$ cat src/rtl/uart_rx_fifo.sv
// uart_rx_fifo: show-ahead byte FIFO behind a UART receiver.
// Each entry holds {err, data}. The block also tracks occupancy, a sticky
// overflow flag and a saturating error counter.
module uart_rx_fifo #(
    parameter int DEPTH_LOG2  = 4,
    parameter bit DROP_ERRORS = 1'b0
) (
    input  logic                  clk,
    input  logic                  reset,
    input  logic                  wr_good,
    input  logic                  wr_err,
    input  logic [7:0]            wr_data,
    input  logic                  rd_en,
    output logic [7:0]            rd_data,
    output logic                  rd_err,
    output logic                  empty,
    output logic                  full,
    output logic [DEPTH_LOG2:0]   count,
    output logic                  overflow,
    output logic [7:0]            err_count,
    input  logic                  clear_status
);

    localparam int                  DEPTH    = 1 << DEPTH_LOG2;
    localparam logic [DEPTH_LOG2:0] FULL_CNT = (DEPTH_LOG2 + 1)'(DEPTH);

    logic [8:0]            r_mem [DEPTH];
    logic [DEPTH_LOG2-1:0] r_wptr;
    logic [DEPTH_LOG2-1:0] r_rptr;
    logic [DEPTH_LOG2:0]   r_count;
    logic                  r_overflow;
    logic [7:0]            r_err_count;

    logic w_event;
    logic w_accept;
    logic w_store;
    logic w_drop;
    logic w_pop;
    logic w_empty;
    logic w_full;
    logic w_err_sat;

    // Flags come straight from the registered count, so they only move on edges.
    assign w_empty = (r_count == '0);
    assign w_full  = (r_count == FULL_CNT);

    // A cycle with both strobes high is an error event; wr_err alone sets the tag.
    assign w_event   = wr_good | wr_err;
    assign w_accept  = w_event & ~(wr_err & DROP_ERRORS);
    assign w_pop     = rd_en & ~w_empty;
    // A full FIFO still accepts a write when the head is popped in the same cycle.
    assign w_store   = w_accept & (~w_full | rd_en);
    assign w_drop    = w_accept & w_full & ~rd_en;
    assign w_err_sat = (r_err_count == 8'hFF);

    // Storage array: no reset needed, the pointers and count define validity.
    always_ff @(posedge clk) begin
        if (w_store)
            r_mem[r_wptr] <= {wr_err, wr_data};
    end

    // Pointers and occupancy; pointers wrap naturally modulo the depth.
    always_ff @(posedge clk) begin
        if (reset) begin
            r_wptr  <= '0;
            r_rptr  <= '0;
            r_count <= '0;
        end else begin
            if (w_store)
                r_wptr <= r_wptr + DEPTH_LOG2'(1);
            if (w_pop)
                r_rptr <= r_rptr + DEPTH_LOG2'(1);
            case ({w_store, w_pop})
                2'b10:   r_count <= r_count + (DEPTH_LOG2 + 1)'(1);
                2'b01:   r_count <= r_count - (DEPTH_LOG2 + 1)'(1);
                default: r_count <= r_count;
            endcase
        end
    end

    // Status: clear_status wins over any same-cycle set or increment.
    always_ff @(posedge clk) begin
        if (reset || clear_status) begin
            r_overflow  <= 1'b0;
            r_err_count <= 8'h00;
        end else begin
            if (w_drop)
                r_overflow <= 1'b1;
            if (wr_err && !w_err_sat)
                r_err_count <= r_err_count + 8'h01;
        end
    end

    // Show-ahead head; forced to zero while empty so the post-reset value is defined.
    assign rd_data   = w_empty ? 8'h00 : r_mem[r_rptr][7:0];
    assign rd_err    = w_empty ? 1'b0  : r_mem[r_rptr][8];
    assign empty     = w_empty;
    assign full      = w_full;
    assign count     = r_count;
    assign overflow  = r_overflow;
    assign err_count = r_err_count;

endmodule

$ cat config.mk
export PLATFORM = sky130hd
export DESIGN_NAME = uart_rx_fifo
export DESIGN_NICKNAME = d
export VERILOG_FILES = /design/src/rtl/uart_rx_fifo.sv
export SDC_FILE = /design/constraint.sdc
export NUM_CORES = 1
export LEC_CHECK = 0
export ABC_AREA = 1
export CORE_MARGIN = 5
export CORE_UTILIZATION = 50
export CTS_BUF_LIST = sky130_fd_sc_hd__clkbuf_8
export DETAILED_ROUTE_END_ITERATION = 16
export DONT_BUFFER_PORTS = 1
export GPL_TIMING_DRIVEN = 0
export PLACE_DENSITY = 0.64
export SYNTH_ARGS = -nofsm -noshare
export SYNTH_HDL_FRONTEND = slang
export SYNTH_SLANG_ARGS = --single-unit
$ cat constraint.sdc
create_clock -name clk -period 3.8 [get_ports clk]
set_input_delay 0.38 -clock clk [delete_from_list [all_inputs] [get_ports clk]]
set_output_delay 0.38 -clock clk [all_outputs]
set_load 0.01 [all_outputs]
==> qor_table.md, run 1 <==
| Metric | This run |
|---|---|
| Run status | completed |
| Async SR Flop Fraction | 0% |
| Count of nets left with antenna violations after detail routing | 0 |
| Post-synthesis cell count | 685 |
| Initial Utilization | 50.5% |
| Max stage delay on crit path | 0.39 ns |
| CP Data Required Time | 4.16 ns |
| Number of placement rows | 44 |
| Ant. Diodes | 0 |
| Worst path cell trace | nor2_1 > nand3_1 > nand2_1 > inv_2 > ha_1 > nand2_1 > inv_1 > nor2_1 > ha_1 > inv_1 > nand2_1 > nand3_1 > nand3b_1 > nand3_1 > nand2_1 > inv_1 |
| Static leakage | 3.03 nW |
| Mapped Nets | 709 |
| Drt initial violations | 496 |
| Setup violators final | 0 |
| Global-route congestion overflow total | 0 |
| Antenna violations before repair | 0 |
| Least-Margin Pin Slew | 1.11 ns |
| Synthesis Warnings | 0 |
| Buffer cell driving the clock tree root | sky130_fd_sc_hd__clkbuf_8 |
| Portion of the post-synthesis area used by sequential elements | 66.8% |
| Number of resized instances in the post-cts repair step | 0 |
| Power per cell area | 619 mW/mm² |
| Max Fanout on Critical Path | 9 |
| Cell with the biggest individual delay on the critical path | sky130_fd_sc_hd__dfxtp_1 |
| Post-synthesis area per instance | 10.6 µm² |
| TritonCTS clock tree | built |
| Detailed placement HPWL | 12100 µm |
| Routed length per instance | 19.6 µm |
| Number of vias after detailed routing | 5024 |
| Crit. End Element | flop |
| Register-to-Register Setup Slack | 1.29 ns |
| Die width | 130 µm |
| Cell type with the largest total area after synthesis | sky130_fd_sc_hd__edfxtp_1 |
| DP Worst Slack | 1.30 ns |
| Insertion delay to the later sink of the worst-skew pair | 0.45 ns |
| Global-route wire length before repair | 27400 µm |
| Area of the mapped netlist | 0.00725 mm² |
| Most common flop cell mapped by yosys | sky130_fd_sc_hd__edfxtp_1 |
| Arrival time of data at the critical path endpoint | 2.86 ns |
| Total placed cells including tap cells | 869 |
| H-tree Lvls | 4 |
| Global placer's final weighted congestion | 0.965 |
| Cell types occupying the most area after synthesis | sky130_fd_sc_hd__edfxtp_1 (60%), sky130_fd_sc_hd__nand2_1 (12%), sky130_fd_sc_hd__nand3_1 (8.2%) |
| Buffers added on ports | 0 |
| Router iterations before antenna repair | 6 |
| Category of the most critical setup path | reg2reg |
| Clock-pin slew on the worst setup and hold paths | 0.08 ns |
| Area of the core region | 0.0144 mm² |
| DRC | 0 |
| Worst IR Drop VDD | 0.000365 V |
| Final critical-path required period | 2.51 ns |
| Total wire length | 17800 µm |
| Setup repair after global routing missed its margin | no |
| Core utilization of the finished layout | 55.5% |
| Total Neg Setup Slack | 0 ns |
| Share of final-layout standard cells stronger than drive strength 1 | 8.95% |
| Sort of element at the start of the critical path | flop |
| Non-Filler Instances | 910 |
| CTS sink cnt | 170 |
| Synthesis-to-layout area growth | 10.1% |
| Number of vias per cell | 5.52 |
| Number of nets in the finished design | 737 |
| Final setup skew | 0.00976 ns |
| Layout Cell Area excl Fill | 0.00798 mm² |
| Global Route Usage Sum | 22.3% |
| Most frequent cells after synthesis | sky130_fd_sc_hd__nand2_1 (234), sky130_fd_sc_hd__edfxtp_1 (144), sky130_fd_sc_hd__nand3_1 (119) |
| Hold WC Path Type | in2reg |
| CTS buffer count | 17 |
| Fraction of synthesized cell area taken by the top area cell type | 59.6% |
| Number of flops mapped to enable cells by yosys | 144 |
| Pins over their slew limit | 0 |
| Reported max-cap violation count | 0 |
| Final period util | 66.0% |
| Most instantiated library cell after synthesis | sky130_fd_sc_hd__nand2_1 |
| Count of endpoints failing hold in the final timing report | 0 |
| Number of primary I/O pins | 39 |
| Max frequency | 399 MHz |
| Final setup margin | 1.29 ns |
| Count of unique library cells instantiated by Yosys | 27 |
| Worst relative slew slack | 25.7% |
| Number of global-route vias before repair | 4874 |
| Area enclosed by the die boundary | 0.0170 mm² |
| CTS max path bufs | 2 |
| Most frequent CP cell | sky130_fd_sc_hd__nand2_1 |
| Die Height | 130 µm |
| Flop and latch count out of synthesis | 170 |
| Largest net degree at the start of global routing | 17 |
| Post-Place Cell Area | 0.00748 mm² |
## flip-flops by register name, indices dropped and copies added (netlist names), named ones only
name / flops
overflow: 1
err_count: 8
r_mem: 144
r_rptr: 4
count: 5
r_wptr: 4
## per-layer routing
metal	vias to the layer above	GRT usage [%]	routed length (µm)
li1	2386	-	-
met1	2405	29.3	7320
met2	211	37.3	8830
met3	22	4.55	1340
met4	0	7.32	347
met5	-	0	0
## where the power goes
part / leakage, nW / switching [W] / internal (W)
Sequential: 1.52 / 0.0000732 / 0.00213
Clock: 0.202 / 0.000656 / 0.000650
Combinational: 1.31 / 0.000993 / 0.000435
Total: 3.03 / 0.00172 / 0.00322
## worst max-delay path: cells and delay by family, from the launching register on
family,cells,cell delay (ns)
fa+ha+maj,2,0.46
buf+inv,4,0.23
flops,1,0.39
simple gates,10,1.33
## through the flow
stage / hold slack [ns] / total power [W]
after CTS: 0.0734 / 0.00495
after floorplan: 0.447 / 0.00323
after detailed placement: 0.481 / 0.00363
final: 0.106 / 0.00494
after global placement: 0.474 / 0.00359
after global routing: 0.0884 / 0.00521
## cell type report
cell class,instances,area [µm²]
Fill cell,1224,6390
Sequential cell,170,4840
Multi-Input combinational cell,453,2060
Clock buffer,17,234
Tap cell,184,230
Buffer,27,209
Clock inverter,15,176
Inverter,35,139
Timing Repair Buffer,9,90.1
## logic make-up (layout without fill, tap and decap cells)
kind of cell	after synthesis	in the layout	share of synthesized area [%]
flops	170	170	66.8
buf+inv	62	103	4.80
xor+xnor	9	9	1.09
fa+ha+maj	10	10	1.73
compound gates	37	37	2.69
simple gates	397	397	22.9
## placed cells by master, fill, tap and decap left out, types with 3 or more instances in the layout
cell type,n
sky130_fd_sc_hd__clkinv_2,4
sky130_fd_sc_hd__dlygate4sd3_1,9
sky130_fd_sc_hd__nand3_1,119
sky130_fd_sc_hd__clkbuf_8,17
sky130_fd_sc_hd__a21oi_1,25
sky130_fd_sc_hd__clkinvlp_4,3
sky130_fd_sc_hd__buf_4,10
sky130_fd_sc_hd__edfxtp_1,144
sky130_fd_sc_hd__nand2_1,234
sky130_fd_sc_hd__xor2_1,7
sky130_fd_sc_hd__clkinv_4,5
sky130_fd_sc_hd__buf_2,8
sky130_fd_sc_hd__bufinv_16,3
sky130_fd_sc_hd__nor2_1,37
sky130_fd_sc_hd__o21ai_0,9
sky130_fd_sc_hd__ha_1,10
sky130_fd_sc_hd__inv_1,29
sky130_fd_sc_hd__clkinv_1,3
sky130_fd_sc_hd__dfxtp_1,26
sky130_fd_sc_hd__buf_6,8
## what timing repair did
| item | in CTS | in global routing |
|---|---|---|
| setup buffers | 0 | 0 |
| endpoints found under the hold margin | 144 | 0 |
| hold buffers | 9 | 0 |
## worst paths after layout
path / from / end / depth (start not counted)
worst min-delay path: clear_status / err_count[0] / 3
worst min register to register: r_rptr[2] / flop / 2
worst max-delay path: count[2] / count[4] / 16
worst max register to register: count[2] / count[4] / 16
(Power assumes the default switching activity.)
==> run 2, diff against run 1 <==
--- a/config.mk
+++ b/config.mk
@@ -5,14 +5,14 @@
 export SDC_FILE = /design/constraint.sdc
 export NUM_CORES = 1
 export LEC_CHECK = 0
-export ABC_AREA = 1
+export ABC_AREA = 0
 export CORE_MARGIN = 5
 export CORE_UTILIZATION = 50
 export CTS_BUF_LIST = sky130_fd_sc_hd__clkbuf_8
 export DETAILED_ROUTE_END_ITERATION = 16
 export DONT_BUFFER_PORTS = 1
 export GPL_TIMING_DRIVEN = 0
-export PLACE_DENSITY = 0.64
+export PLACE_DENSITY = 0.67
 export SYNTH_ARGS = -nofsm -noshare
 export SYNTH_HDL_FRONTEND = slang
 export SYNTH_SLANG_ARGS = --single-unit
==> constraint.sdc (replaced) <==
create_clock -name clk -period 2.3 [get_ports clk]
set_input_delay 0.23 -clock clk [delete_from_list [all_inputs] [get_ports clk]]
set_output_delay 0.23 -clock clk [all_outputs]
set_load 0.01 [all_outputs]
==> qor_table.md, run 2 <==
| Metric | This run | Change |
|---|---|---|
| Area taken by multi-input logic gates | 0.00218 mm² | +6.0% |
| Total wire length | 13800 µm | -23% |
| Core utilization of the finished layout | 58.8% | +3.2 points |
| Global-route wire length before repair | 21300 µm | -22% |
| Layout Cell Area excl Fill | 0.00806 mm² | +1.0% |
| Max Fanout on Critical Path | 8 | -1 |
| Cell types occupying the most area after synthesis | sky130_fd_sc_hd__edfxtp_1 (63%), sky130_fd_sc_hd__mux4_2 (12%), sky130_fd_sc_hd__dfxtp_1 (7.5%) |  |
| Count of endpoints failing hold in the final timing report | 0 | unchanged |
| Post-synthesis area per instance | 17.3 µm² | +63% |
| Area enclosed by the die boundary | 0.0163 mm² | -4.4% |
| Antenna violations before repair | 0 | unchanged |
| Global Route Usage Sum | 17.9% | -4.4 points |
| Most common flop cell mapped by yosys | sky130_fd_sc_hd__edfxtp_1 |  |
| Ant. Diodes | 0 | unchanged |
| Setup repair after global routing missed its margin | yes |  |
| Area occupied by registers | 0.00485 mm² | +0.15% |
| Setup violators final | 14 | +14 |
| Run status | finished with violations |  |
| M3 GR Usage | 3.93% | -0.62 points |
| TritonCTS clock tree | built |  |
| Most instantiated library cell after synthesis | sky130_fd_sc_hd__edfxtp_1 |  |
| Global-route met2 utilization | 28.3% | -9.0 points |
| Area of the mapped netlist | 0.00691 mm² | -4.7% |
| Flop and latch count out of synthesis | 170 | unchanged |
| Drt initial violations | 290 | -42% |
| Die width | 128 µm | -2.2% |
| Async SR Flop Fraction | 0% | unchanged |
| Routed length per instance | 22.0 µm | +12% |
| Count of nets left with antenna violations after detail routing | 0 | unchanged |
| Worst relative slew slack | 37.2% | +12 points |
| CTS buffer count | 17 | unchanged |
| Least-Margin Pin Slew | 0.938 ns | -0.172 ns |
| Violated checks | negative setup slack |  |
| Category of the most critical setup path | reg2reg |  |
| Die Height | 128 µm | -2.2% |
| Commonest non-fill, non-tap cells in the layout | sky130_fd_sc_hd__edfxtp_1 (144), sky130_fd_sc_hd__mux4_2 (36), sky130_fd_sc_hd__dfxtp_1 (22) |  |
| Arrival time of data at the critical path endpoint | 3.32 ns | +0.46 ns |
| Largest net degree at the start of global routing | 17 | unchanged |
| Static leakage | 2.52 nW | -17% |
| Number of vias per cell | 5.88 | +6.4% |
| Max frequency | 337 MHz | -16% |
| CTS sink cnt | 170 | unchanged |
| Global-route congestion overflow total | 0 | unchanged |
| GRT busiest layer | met2 |  |
| Pins over their slew limit | 0 | unchanged |
| Synthesis-to-layout area growth | 16.7% |  |
| H-tree Lvls | 4 | unchanged |
| Buffer cell driving the clock tree root | sky130_fd_sc_hd__clkbuf_8 |  |
| Hold WC Path Type | in2reg |  |
| Detailed placement HPWL | 8710 µm | -28% |
| Final setup skew | 0.0150 ns | +0.00522 ns |
| Power per cell area | 1030 mW/mm² | +66% |
| Global routing met1 resource utilization | 24.3% | -5.0 points |
| Cell type with the largest total area after synthesis | sky130_fd_sc_hd__edfxtp_1 |  |
| Post-synthesis cell count | 400 | -42% |
| Synthesis Warnings | 0 | unchanged |
| Most frequent cells after synthesis | sky130_fd_sc_hd__edfxtp_1 (144), sky130_fd_sc_hd__mux4_2 (36), sky130_fd_sc_hd__nor2_1 (32) |  |
| Fraction of synthesized cell area taken by the top area cell type | 62.6% | +3.0 points |
| Sort of element at the start of the critical path | flop |  |
| CP Data Required Time | 2.65 ns | -1.51 ns |
| DRC | 0 | unchanged |
| Final setup margin | -0.670 ns | -1.96 ns |
| Crit. End Element | flop |  |
| Buffers added on ports | 0 | unchanged |
| Number of global-route vias before repair | 3776 | -23% |
| Worst IR Drop VDD | 0.000631 V | +73% |
| Fill cell total of the finished layout | 1028 | -16% |
| CTS max path bufs | 2 | unchanged |
| Final critical-path required period | 2.97 ns | +0.463 ns |
| Number of nets in the finished design | 459 | -38% |
| Number of placement rows | 43 | -2.3% |
| Flip-flop count of the largest register, all copies and words added | 144 | unchanged |
| Final period util | 129% | +63 points |
| Number of flops mapped to enable cells by yosys | 144 | unchanged |
| Total Neg Setup Slack | -3.64 ns | -3.64 ns |
| Portion of the post-synthesis area used by sequential elements | 70.1% | +3.3 points |
| Reported max-cap violation count | 0 | unchanged |
| Area of the core region | 0.0137 mm² | -4.5% |
| Largest Register | r_mem |  |
| Global placer's final weighted congestion | 0.772 | -20% |
| Number of primary I/O pins | 39 | unchanged |
| Count of unique library cells instantiated by Yosys | 49 | +81% |
| Initial Utilization | 50.3% | -0.12 points |
| Mapped Nets | 424 | -40% |
| Share of final-layout standard cells stronger than drive strength 1 | 30.6% | +22 points |
| Router iterations before antenna repair | 6 | unchanged |
| Insertion delay to the later sink of the worst-skew pair | 0.46 ns | about the same |
| Clock-pin slew on the worst setup and hold paths | 0.09 ns | about the same |
| Number of vias after detailed routing | 3690 | -27% |
| Post-Place Cell Area | 0.00720 mm² | -3.7% |
| Commonest non-fill, non-tap cell in the layout | sky130_fd_sc_hd__edfxtp_1 |  |
run 2: cell count changes in the layout (fill, tap and decap cells not counted), sizes merged, moves of 13 or more:
| cell | delta |
|---|---|
| nand2 | -228 |
| a21oi | -22 |
| mux4 | +36 |
| nand3 | -113 |
| a211oi | +19 |
| mux2i | +13 |
| inv | -19 |
run 2: worst max-delay path, cell delays in order, from the launching register on:
cell,delay [ns]
sky130_fd_sc_hd__dfxtp_4,0.40
sky130_fd_sc_hd__or4_4,0.57
sky130_fd_sc_hd__o32a_1,0.36
sky130_fd_sc_hd__inv_4,0.08
sky130_fd_sc_hd__ha_4,0.15
sky130_fd_sc_hd__buf_8,0.11
sky130_fd_sc_hd__xor2_2,0.07
sky130_fd_sc_hd__ha_4,0.18
sky130_fd_sc_hd__a21oi_4,0.15
sky130_fd_sc_hd__a221oi_4,0.09
sky130_fd_sc_hd__a221o_1,0.36
sky130_fd_sc_hd__or3_1,0.34
run 2: layer usage:
layer | wire length, µm | up-vias
li1 | - | 1673
met5 | 0 | -
met1 | 5920 | 1887
met3 | 855 | 19
met4 | 212 | 0
met2 | 6800 | 111
run 2: report_power, final:
part | switching, W | internal, W
registers | 0.000169 | 0.00358
logic | 0.00118 | 0.000938
clock network | 0.00111 | 0.00131
total | 0.00246 | 0.00583
run 2: logic make-up (layout without fill, tap and decap cells):
logic type / after synthesis / in the layout / share of synthesized area, %
simple gates: 88 / 88 / 6.56
mux: 49 / 49 / 13.6
compound gates: 41 / 41 / 4.42
flops: 170 / 170 / 70.1
buf+inv: 30 / 78 / 1.92
xor+xnor: 12 / 12 / 1.52
fa+ha+maj: 10 / 10 / 1.81
run 2: metrics by stage:
| step | hold slack (ns) | power (W) | worst slack (ns) | std cells |
|---|---|---|---|---|
| floorplan | 0.329 | 0.00513 | -0.630 | 400 |
| global placement | 0.330 | 0.00552 | -0.752 | 580 |
| detailed placement | 0.330 | 0.00557 | -0.817 | 580 |
| CTS | 0.0128 | 0.00815 | -0.724 | 627 |
| global route | 0.0421 | 0.00868 | -0.765 | 628 |
| finish | 0.0316 | 0.00829 | -0.670 | 628 |
run 2: final timing paths:
kind                            depth (start not counted)     start  slack (ns)            to
worst max-delay path                                   11  count[1]       -0.67      count[4]
worst max register to register                         11  count[1]       -0.67      count[4]
worst min-delay path                                    3    wr_err        0.03  err_count[3]
worst min register to register                          2  overflow        0.54      overflow
run 2: what timing repair did:
| action | in CTS | in global routing |
|---|---|---|
| endpoints found under the setup margin | 42 | 78 |
| cloned | 0 | 0 |
| hold buffers | 10 | 0 |
| setup buffers | 6 | 3 |
| pin swaps | 8 | 8 |
| gates resized for setup | 25 | 38 |
| endpoints found under the hold margin | 145 | 0 |
run 2: area by class of cell:
cell class / count / area share [%]
Clock inverter: 15 / 2.95
Clock buffer: 17 / 2.90
Timing Repair Buffer: 19 / 2.13
Sequential cell: 170 / 60.2
Tap cell: 180 / 2.79
Buffer: 18 / 1.55
Multi-Input combinational cell: 200 / 27.0
Inverter: 9 / 0.450
==> run 3, diff against run 2 <==
--- a/config.mk
+++ b/config.mk
@@ -6,6 +6,7 @@
 export NUM_CORES = 1
 export LEC_CHECK = 0
 export ABC_AREA = 0
+export CAP_MARGIN = 20
 export CORE_MARGIN = 5
 export CORE_UTILIZATION = 50
 export CTS_BUF_LIST = sky130_fd_sc_hd__clkbuf_8
@@ -13,6 +14,7 @@
 export DONT_BUFFER_PORTS = 1
 export GPL_TIMING_DRIVEN = 0
 export PLACE_DENSITY = 0.67
+export SKIP_CTS_REPAIR_TIMING = 1
 export SYNTH_ARGS = -nofsm -noshare
 export SYNTH_HDL_FRONTEND = slang
 export SYNTH_SLANG_ARGS = --single-unit
==> qor_table.md, run 3 (synthesis results as in run 2) <==
| Metric | This run | Change |
|---|---|---|
| Global-route congestion overflow total | 0 | unchanged |
| Worst relative slew slack | 31.5% | -5.7 points |
| Pins over their slew limit | 0 | unchanged |
| Worst IR Drop VDD | 0.000616 V | -2.3% |
| Run status | finished with violations |  |
| Crit. End Element | flop |  |
| Insertion delay to the later sink of the worst-skew pair | 0.44 ns | -0.02 ns |
| CP Data Required Time | 2.63 ns | -0.02 ns |
| Routed length per instance | 21.8 µm | -0.54% |
| Sort of element at the start of the critical path | flop |  |
| DP Worst Slack | -0.814 ns | +0.00265 ns |
| CTS sink cnt | 170 | unchanged |
| Ant. Diodes | 0 | unchanged |
| Count of nets left with antenna violations after detail routing | 0 | unchanged |
| Max frequency | 334 MHz | -0.90% |
| TritonCTS clock tree | built |  |
| Number of nets in the finished design | 459 | unchanged |
| Largest net degree at the start of global routing | 25 | +8 |
| Flip-flop count of the largest register, all copies and words added | 144 | unchanged |
| Number of placement rows | 43 | unchanged |
| Reported max-cap violation count | 0 | unchanged |
| Count of endpoints failing hold in the final timing report | 0 | unchanged |
| Post-Place Cell Area | 0.00722 mm² | +0.21% |
| Static leakage | 2.48 nW | -1.4% |
| Global Route Usage Sum | 17.4% | -0.55 points |
| Global-route wire length before repair | 20700 µm | -2.8% |
| Final setup margin | -0.697 ns | -0.0269 ns |
| Hold WC Path Type | in2reg |  |
| Final critical-path required period | 3.00 ns | +0.0269 ns |
| Die width | 128 µm | unchanged |
| Area enclosed by the die boundary | 0.0163 mm² | unchanged |
| Number of vias after detailed routing | 3645 | -1.2% |
| Area of the core region | 0.0137 mm² | unchanged |
| Total wire length | 13700 µm | -0.54% |
| Category of the most critical setup path | reg2reg |  |
| Number of primary I/O pins | 39 | unchanged |
| Setup repair after global routing missed its margin | yes |  |
| H-tree Lvls | 4 | unchanged |
| Share of final-layout standard cells stronger than drive strength 1 | 26.6% | -4.0 points |
| DRC | 0 | unchanged |
| CTS max path bufs | 2 | unchanged |
| Commonest non-fill, non-tap cells in the layout | sky130_fd_sc_hd__edfxtp_1 (144), sky130_fd_sc_hd__mux4_2 (36), sky130_fd_sc_hd__nor2_1 (23) |  |
| Final period util | 130% | +1.2 points |
| Setup violators final | 14 | unchanged |
| Antenna violations before repair | 0 | unchanged |
| Die Height | 128 µm | unchanged |
| Final setup skew | 0.0115 ns | -0.00352 ns |
| Detailed placement HPWL | 8810 µm | +1.1% |
| Commonest non-fill, non-tap cell in the layout | sky130_fd_sc_hd__edfxtp_1 |  |
| Global placer's final weighted congestion | 0.772 | unchanged |
| Largest Register | r_mem |  |
| Router iterations before antenna repair | 4 | -2 |
| Layout Cell Area excl Fill | 0.00785 mm² | -2.7% |
| Number of vias per cell | 5.80 | -1.2% |
| Least-Margin Pin Slew | 1.02 ns | +0.0847 ns |
| Drt initial violations | 310 | +6.9% |
| Initial Utilization | 50.3% | unchanged |
| CTS buffer count | 17 | unchanged |
| Buffers added on ports | 0 | unchanged |
| Total Neg Setup Slack | -5.22 ns | -1.58 ns |
| Number of global-route vias before repair | 3699 | -2.0% |
| Power per cell area | 960 mW/mm² | -6.6% |
| Violated checks | negative setup slack |  |
| Arrival time of data at the critical path endpoint | 3.33 ns | about the same |
| Clock-pin slew on the worst setup and hold paths | 0.08 ns | about the same |
| Synthesis-to-layout area growth | 13.6% |  |
| Buffer cell driving the clock tree root | sky130_fd_sc_hd__clkbuf_8 |  |
| Max Fanout on Critical Path | 8 | unchanged |
## run 3: changes by cell type in the layout (fill, tap and decap cells not counted), sizes merged
cell | previous run | this run
bufinv | 5 | 1
clkinv | 4 | 8
buf | 17 | 16
clkbuf | 27 | 28
## run 3: final timing paths
check	from	to	slack, ns	depth (start not counted)
worst max-delay path	count[1]	count[4]	-0.70	12
worst min-delay path	wr_err	err_count[2]	0.05	3
worst max register to register	count[1]	count[4]	-0.70	12
worst min register to register	overflow	overflow	0.54	2
## run 3: layer usage
layer	share of wire, %	global-route usage, %	vias to the layer above
met1	43	24.0	1864
met5	0	0	-
li1	-	-	1653
met2	49	26.9	105
met4	1.6	5.68	0
met3	5.5	4.97	23
## run 3: cell type report
cell class	instances	area [µm²]
fillers	1054	5870
flip-flops and latches	170	4850
multi-input cells	200	2130
clock buffers	17	234
well taps	180	225
repair buffers	18	160
plain buffers	19	120
clock inverters	15	95.1
inverters	9	36.3
## run 3: critical path, cell delays in order, from the launching register on
cell and delay (ns):
sky130_fd_sc_hd__dfxtp_4 0.41, sky130_fd_sc_hd__or4_4 0.59, sky130_fd_sc_hd__o32a_1 0.32, sky130_fd_sc_hd__buf_6 0.13, sky130_fd_sc_hd__inv_4 0.05, sky130_fd_sc_hd__ha_4 0.14
sky130_fd_sc_hd__buf_8 0.11, sky130_fd_sc_hd__xor2_4 0.07, sky130_fd_sc_hd__ha_4 0.18, sky130_fd_sc_hd__o21ai_2 0.17, sky130_fd_sc_hd__o22ai_2 0.11, sky130_fd_sc_hd__a221o_1 0.30
sky130_fd_sc_hd__or3_1 0.30
## run 3: power by group
part | total [W] | leakage [nW] | internal [W] | switching [W]
registers | 0.00374 | 1.52 | 0.00358 | 0.000160
logic | 0.00201 | 0.786 | 0.000872 | 0.00114
clock network | 0.00179 | 0.180 | 0.000814 | 0.000974
total | 0.00753 | 2.48 | 0.00526 | 0.00227
## run 3: metrics by stage
step,total power (W),cells,utilization (%),hold WS [ns]
global route,0.00792,628,57.2,0.0379
global placement,0.00552,580,52.4,0.330
finish,0.00753,628,57.2,0.0489
CTS,0.00736,614,55.0,-0.155
detailed placement,0.00558,582,52.6,0.330
floorplan,0.00513,400,-,0.329
